`src/rtl/filter_ch_scheduler.sv`:
```
// Round-robin scheduler that time-multiplexes one shared filter datapath
// between NCH sample channels and tags each captured result with its channel.
module filter_ch_scheduler #(
    parameter int N   = 16,
    parameter int NCH = 4,
    parameter int LAT = 2
) (
    input  logic               clk,
    input  logic               rst,
    input  logic [NCH-1:0]     req,
    input  logic [NCH*N-1:0]   x_in,
    input  logic [NCH-1:0]     ch_mask,
    output logic [NCH-1:0]     ack,
    output logic               flt_en,
    output logic [N-1:0]       flt_x,
    output logic [3:0]         flt_ch,
    input  logic [N-1:0]       flt_y,
    output logic [N-1:0]       y_out,
    output logic [3:0]         y_ch,
    output logic               y_valid,
    output logic               busy
);
    typedef enum logic [1:0] {IDLE, ISSUE, WAIT, CAPTURE} state_e;

    state_e         state_q, state_d;
    logic [3:0]     cnt_q, cnt_d;
    logic [3:0]     last_q, last_d;
    logic [3:0]     ch_q, ch_d;
    logic [N-1:0]   x_q, x_d;
    logic [NCH-1:0] ack_q, ack_d;
    logic           en_q, en_d;
    logic [N-1:0]   y_q, y_d;
    logic [3:0]     ych_q, ych_d;
    logic           yv_q, yv_d;

    logic [15:0]    elig;
    logic [4:0]     cand;
    logic           found;
    logic [3:0]     grant;
    logic [N-1:0]   grant_x;

    assign elig = 16'(req & ch_mask);

    // Search upward from the channel after the last one served, wrapping at NCH.
    always_comb begin
        found = 1'b0;
        grant = '0;
        cand  = '0;
        for (int i = 1; i <= NCH; i++) begin
            cand = 5'(last_q) + 5'(i);
            if (cand >= 5'(NCH)) cand = cand - 5'(NCH);
            if (!found && elig[cand[3:0]]) begin
                found = 1'b1;
                grant = cand[3:0];
            end
        end
    end

    always_comb begin
        grant_x = '0;
        for (int i = 0; i < NCH; i++) begin
            if (grant == 4'(i)) grant_x = x_in[i*N +: N];
        end
    end

    always_comb begin
        state_d = state_q;
        cnt_d   = cnt_q;
        last_d  = last_q;
        ch_d    = ch_q;
        x_d     = x_q;
        ack_d   = '0;
        en_d    = 1'b0;
        y_d     = y_q;
        ych_d   = ych_q;
        yv_d    = 1'b0;
        case (state_q)
            IDLE: begin
                if (found) begin
                    ch_d    = grant;
                    x_d     = grant_x;
                    ack_d   = {{(NCH-1){1'b0}}, 1'b1} << grant;
                    state_d = ISSUE;
                end
            end
            ISSUE: begin
                en_d    = 1'b1;
                cnt_d   = 4'(LAT - 1);
                state_d = WAIT;
            end
            WAIT: begin
                if (cnt_q != 4'd0) cnt_d = cnt_q - 4'd1;
                else               state_d = CAPTURE;
            end
            CAPTURE: begin
                y_d     = flt_y;
                ych_d   = ch_q;
                yv_d    = 1'b1;
                last_d  = ch_q;
                state_d = IDLE;
            end
            default: state_d = IDLE;
        endcase
    end

    // last_grant resets to NCH-1 so channel 0 wins the first arbitration.
    always_ff @(posedge clk or negedge rst) begin
        if (!rst) begin
            state_q <= IDLE;
            cnt_q   <= '0;
            last_q  <= 4'(NCH - 1);
            ch_q    <= '0;
            x_q     <= '0;
            ack_q   <= '0;
            en_q    <= 1'b0;
            y_q     <= '0;
            ych_q   <= '0;
            yv_q    <= 1'b0;
        end else begin
            state_q <= state_d;
            cnt_q   <= cnt_d;
            last_q  <= last_d;
            ch_q    <= ch_d;
            x_q     <= x_d;
            ack_q   <= ack_d;
            en_q    <= en_d;
            y_q     <= y_d;
            ych_q   <= ych_d;
            yv_q    <= yv_d;
        end
    end

    assign ack     = ack_q;
    assign flt_en  = en_q;
    assign flt_x   = x_q;
    assign flt_ch  = ch_q;
    assign y_out   = y_q;
    assign y_ch    = ych_q;
    assign y_valid = yv_q;
    assign busy    = (state_q != IDLE);

endmodule

```
`config.mk`:
```
export PLATFORM = sky130hd
export DESIGN_NAME = filter_ch_scheduler
export DESIGN_NICKNAME = d
export VERILOG_FILES = /design/src/rtl/filter_ch_scheduler.sv
export SDC_FILE = /design/constraint.sdc
export NUM_CORES = 1
export LEC_CHECK = 0
export BUFFER_PORTS_ARGS = -buffer_cell sky130_fd_sc_hd__buf_2
export CORE_MARGIN = 2
export CORE_UTILIZATION = 57
export DETAILED_ROUTE_END_ITERATION = 10
export PLACE_DENSITY = 0.92
export SLEW_MARGIN = 10
export SYNTH_ARGS = -nofsm -noshare
export SYNTH_HDL_FRONTEND = slang
export SYNTH_SLANG_ARGS = --single-unit
```
`constraint.sdc`:
```
create_clock -name clk -period 8.6 [get_ports clk]
set_input_delay 0.86 -clock clk [delete_from_list [all_inputs] [get_ports clk]]
set_output_delay 0.86 -clock clk [all_outputs]
set_load 0.01 [all_outputs]
```
; ---- Yosys cells after proc, flatten, opt, wreduce, memory -nomap -nowiden
; Index checks and enable logic that the tools add are counted.
; W data, S select, Z words.
[totals]
inputBits = 90
n_memories = 0
latchBits = 0
out_inout_bits = 47
romBits = 0
ram_bits = 0
register_bits = 56
[op_classes]
muxes = 33
n_mul = 0
n_addsub = 9
n_shift = 1
eq_ne = 9
n_bitwise = 1
reduce_logical = 14
n_lt_le_gt_ge = 8
n_div = 0
[op_table]
columns = cell, count
row1 = $mux W16, 4
row2 = $mux W4, 11
row3 = $ge A5 B3 Y1 const B, 4
row4 = $lt A4 B5 Y1 const B, 4
row5 = $bmux W1 S4, 4
row6 = $sub A4 B3 Y4 const B, 4
row7 = $add A4 B2 Y5 const B, 2
row8 = $mux W1, 10
row9 = $eq A4 B2 Y1 const B, 2
row10 = $pmux W2 S4, 1
row11 = $pmux W4 S2, 1
row12 = $ne A2 B2 Y1 const B, 3
row13 = $reduce_and A2 Y1, 3
row14 = $add A4 B1 Y5 const B, 1
row15 = $add A4 B3 Y5 const B, 1
row16 = $and A4 B4 Y4, 1
row17 = $eq A2 B2 Y1 const B, 2
row18 = $eq A4 B1 Y1 const B, 1
row19 = $logic_not A4 Y1, 1
row20 = $mux W2, 2
row21 = $reduce_bool A2 Y1, 2
row22 = $reduce_bool A4 Y1, 1
row23 = $shl A1 B4 Y4 const A, 1
row24 = $sub A4 B1 Y4 const B, 1
row25 = other kinds (4), 8

; ---- Longest topological paths before layout
[logic_depth]
ltp_word = 20
ltp_mapped = 16

; ---- Least setup slack after synthesis
; OpenSTA, ideal clock, no wires.
[synth_timing]
kind = flip-flop to flip-flop
from = register last_q[0]
to = register x_q[0] (netlist: flt_x[0])
t_arrival_ns = 3.385
n_path_buf = 2
required_time_ns = 8.518
slack_ns = 5.133
setup_ns = 0.082
path_stages_with_launch = 15
period_less_slack_ns = 3.467
cell_sequence = dfstp_2 -> inv_2 -> clkbuf_1 -> ha_1 -> xor2_1 -> inv_1 -> ha_1 -> nand2b_1 -> a211oi_4 -> o22ai_1 -> and3_1 -> o31ai_4 -> buf_6 -> o221ai_1 -> a31oi_1
[synth_via]
elab_chain_len = 20
word_cells_on_any_way = 47
[synth_lines]
columns = element, line
row1 = "start, declared", 27  ; logic [3:0] last_q, last_d;
row2 = "start signal, assigned", 111  ; last_q <= 4'(NCH - 1);
row3 = "start signal, assigned", 122  ; last_q <= last_d;
row4 = $add A4 B1 Y5, 50  ; cand = 5'(last_q) + 5'(i);
row5 = $sub A4 B3 Y4 / $ge A5 B3 Y1 (equally long branches), 51  ; if (cand >= 5'(NCH)) cand = cand - 5'(NCH);
row6 = $mux W4, 51
row7 = $bmux W1 S4, 52  ; if (!found && elig[cand[3:0]]) begin
row8 = $mux W1 (not written as such), 52
row9 = $mux W1, 52
row10 = $logic_not A1 Y1, 52
row11 = $logic_and A1 B1 Y1, 52
row12 = $mux W1, 52
row13 = $logic_not A1 Y1, 52
row14 = $logic_and A1 B1 Y1, 52
row15 = $mux W1, 52
row16 = $logic_not A1 Y1, 52
row17 = $logic_and A1 B1 Y1, 52
row18 = $mux W4, 52
row19 = $logic_not A4 Y1, 62  ; if (grant == 4'(i)) grant_x = x_in[i*N +: N];
row20 = $mux W16 (4 in a row), 62
row21 = "end signal, assigned", 113  ; x_q <= '0;
row22 = "end signal, assigned", 124  ; x_q <= x_d;
row23 = "end, declared", 29  ; logic [N-1:0] x_q, x_d;
; Several ways; a longest one is shown, not always the timed one. The select of a mux whose other input is x is not followed.
; A chain may end at the register's enable or synchronous reset.

; ---- Worst setup path in the final report
[layout_timing]
from = register last_q[0]
to = register x_q[9] (netlist: flt_x[9])
; Same word-level chain as after synthesis.

==> results.toml <==
[synth]
top_area_cells_in_the_synthesized_netlist = "dfrtp_1 30%, ha_1 6.0%, or4_1 5.6%, nor2_1 5.1%, o21ai_0 5.0%"
post_synth.cell_area_avg_um2 = 8.46
seq_area_frac_synth_pct = 30.7
async_set_or_reset_flop_fraction_in_the_synthesized_netlist_pct = 100
synth_largest_area_cell = "dfrtp_1"
post_synth_edffs = 0
prevailing_post_synth_register_cell = "dfrtp_1"
yosysWarnings = 0
mappedNetlistArea_mm2 = 0.00441
synthesis.instances = 521
synthesis.nets = 632
yosys_register_bits = 54
yosysUniqueCellTypes = 46
synth_top_area_share_pct = 29.5

[finish]
diodes = 0
final_core_util_pct = 67.9
layout.filler_cells = 629
layout_commonest_cell = "buf_2"
final_cell_mix = "136 x buf_2, 59 x nor2_1, 52 x dfrtp_1"
nNetsFinal = 735
post_route_cells_drive_above_1_share_pct = 30.9
post_synthesis_to_final_layout_area_growth_pct = 17.2

[cts]
cts_h_tree_lvls = 2
ctsHoldBuffers = 0
insertion_delay_ns = 0.31
num_cts_buffers = 5
clock_tree_buffer_depth = 2
path_clk_slew_ns = 0.10
setup_repair_bufs_after_cts = 0
clockRootBuffer = "clkbuf_8"
cts_tree = "yes"
resized_cells_post_cts = 0
numClockSinks = 54

[placed_design]
place.gp.congestion = 0.877
hpwl_um = 9080
numPortBuffers = 136

[critical_path]
critical_path_peak_fanout = 144
cp_data_arrival_time_ns = 5.59
endpoint = "flt_x[9]"
crit_type = "register to register"
launching_instance_or_port_of_the_critical_path = "last_q[0]"
worst_ep_required_ns = 8.79
timing.reg2reg.worst_path_depth = 12
internal_reg_to_reg_setup_slack_ns = 3.20
worst_r2r_startpoint = "last_q[0]"
critical_path.reg2reg.endpoint = "flt_x[9]"
worstSetupEndpointType = "register"
start_kind = "register"

[routing]
remaining_antenna_violation_count = 0
drt-initial-drc-count = 447
firstDrtPassIters = 6
drc = 0
via_per_inst = 6.47
drt-wirelength-per-cell_um = 17.5
total_routed_length_um = 12700
dr_total_vias = 4702

[pwr]
irDropWorstVdd_mv = 0.138
power_per_cell_area_mw_per_mm2 = 363
leakage_power_of_the_design_nw = 2.36
power.total_mw = 1.88

[sta]
layout_worst_path_cycle_share_pct = 62.8
slew_headroom_pct = 17.0
hold_viol_final = 0
fin_setup_tns_ns = 0
final-max-slew-violation-count = 0
post-route-min-period_ns = 5.40
worst_slew_pin_slew_ns = 1.24
rsz0062_at_grt = "no"
fmaxAchievable_ghz = 0.185
skew_ns = 0.00585
setup_viol = 0

[global_route]
initial_antenna_violation_count = 0
grt_first_pass_wirelength_um = 20100
globalRouteTotalUtil_pct = 29.2
grt_start_max_net_pins = 145
vias_in_the_first_global_route = 4302
gr-total-overflow = 0

[job]
cap_violations = 0

[outcome]
outcome = "finished, final reports clean"

[die]
chipWidth_um = 91.9
row_count = 32
start_util_pct = 57.9
coreArea_mm2 = 0.00761
chipHeight_um = 91.9
dieArea_mm2 = 0.00845
top_level_ports = 137

[worst_hold_path]
min-delay-path-class = "register to register"
kinds of logic after synthesis:
kind of cell	after synthesis	synth area share, %
AOI/OAI and AO/OA	185	30.7
and+or+nand+nor	156	18.3
buffers and inverters	79	7.52
DFF	54	30.7
adders and majority gates	21	5.96
muxes	19	5.36
xor gates and xnor gates	7	1.39
through the flow:
| stage | setup WS, ns | cell area [um^2] | instances | hold slack (ns) |
|---|---|---|---|---|
| floorplan | 5.13 | 4410 | 521 | 0.438 |
| global placement | 3.68 | 5070 | 719 | 0.461 |
| detailed placement | 3.41 | 5070 | 719 | 0.457 |
| CTS | 3.40 | 5170 | 727 | 0.471 |
| global route | 2.89 | 5170 | 727 | 0.487 |
| finish | 3.20 | 5170 | 727 | 0.469 |
layer usage:
metal / GRT usage [%] / wire length (um) / vias to the layer above
met3: 5.59 / 1180 / 39
li1: - / - / 2174
met2: 49.4 / 6240 / 291
met4: 11.2 / 365 / 0
met5: 0 / 0 / -
met1: 37.1 / 4940 / 2198
area by class of cell:
cell class                      instances  area (um^2)  area share (%)
Inverter                               34          128            2.47
Sequential cell                        54         1360            26.3
Multi-Input combinational cell        388         2740            53.1
Timing Repair Buffer                  141          718            13.9
Clock inverter                          3         26.3           0.508
Tap cell                              102          128            2.47
Clock buffer                            5         68.8            1.33
worst min-delay path by stage:
stage / startpoint / cells after the start / slack, ns / endpoint
after global placement: cnt_q[0] / 1 / 0.46 / cnt_q[0]
after floorplan: cnt_q[0] / 1 / 0.44 / cnt_q[0]
after global routing: cnt_q[0] / 1 / 0.49 / cnt_q[0]
after detailed placement: cnt_q[0] / 1 / 0.46 / cnt_q[0]
after CTS: cnt_q[0] / 1 / 0.47 / cnt_q[0]
final: cnt_q[0] / 1 / 0.47 / cnt_q[0]
report_power, final:
group	switching (mW)	total (mW)	internal, mW
Clock	0.0902	0.150	0.0601
Combinational	0.738	1.23	0.488
Sequential	0.131	0.501	0.370
Total	0.958	1.88	0.919
state kept, by name, summed over array words and instances (netlist names):
name and cells:
y_out 16, last_q 4, flt_en 1, cnt_q 4, y_ch 2, flt_x 16
ack 4, flt_ch 4, y_valid 1, state_q 2
worst max-delay path, cell delays in order, from the launching register on:
cell       delay (ns)
dfstp_4          1.34
inv_2            0.41
ha_1             0.38
xor2_1           0.26
inv_1            0.12
ha_1             0.34
a2bb2oi_1        0.30
a211oi_4         0.12
and2_1           0.36
nor2_1           1.00
a211oi_1         0.20
o221ai_1         0.22
a31oi_1          0.11
cell usage after synthesis, types with 4 or more instances:
cell type	n
nor2_1	60
dfrtp_1	52
o21ai_0	44
inv_1	33
or4_1	33
clkbuf_1	28
a21oi_1	27
nand2_1	23
ha_1	21
a31oi_1	18
nand2b_1	18
a211oi_1	17
mux2_2	17
a2111o_1	16
o221a_2	16
o221ai_1	16
o31ai_1	16
buf_2	9
and3_1	5
buf_1	4
nand3_1	4
nor2b_1	4
xor2_1	4
Power figures use the tool's default switching activity.
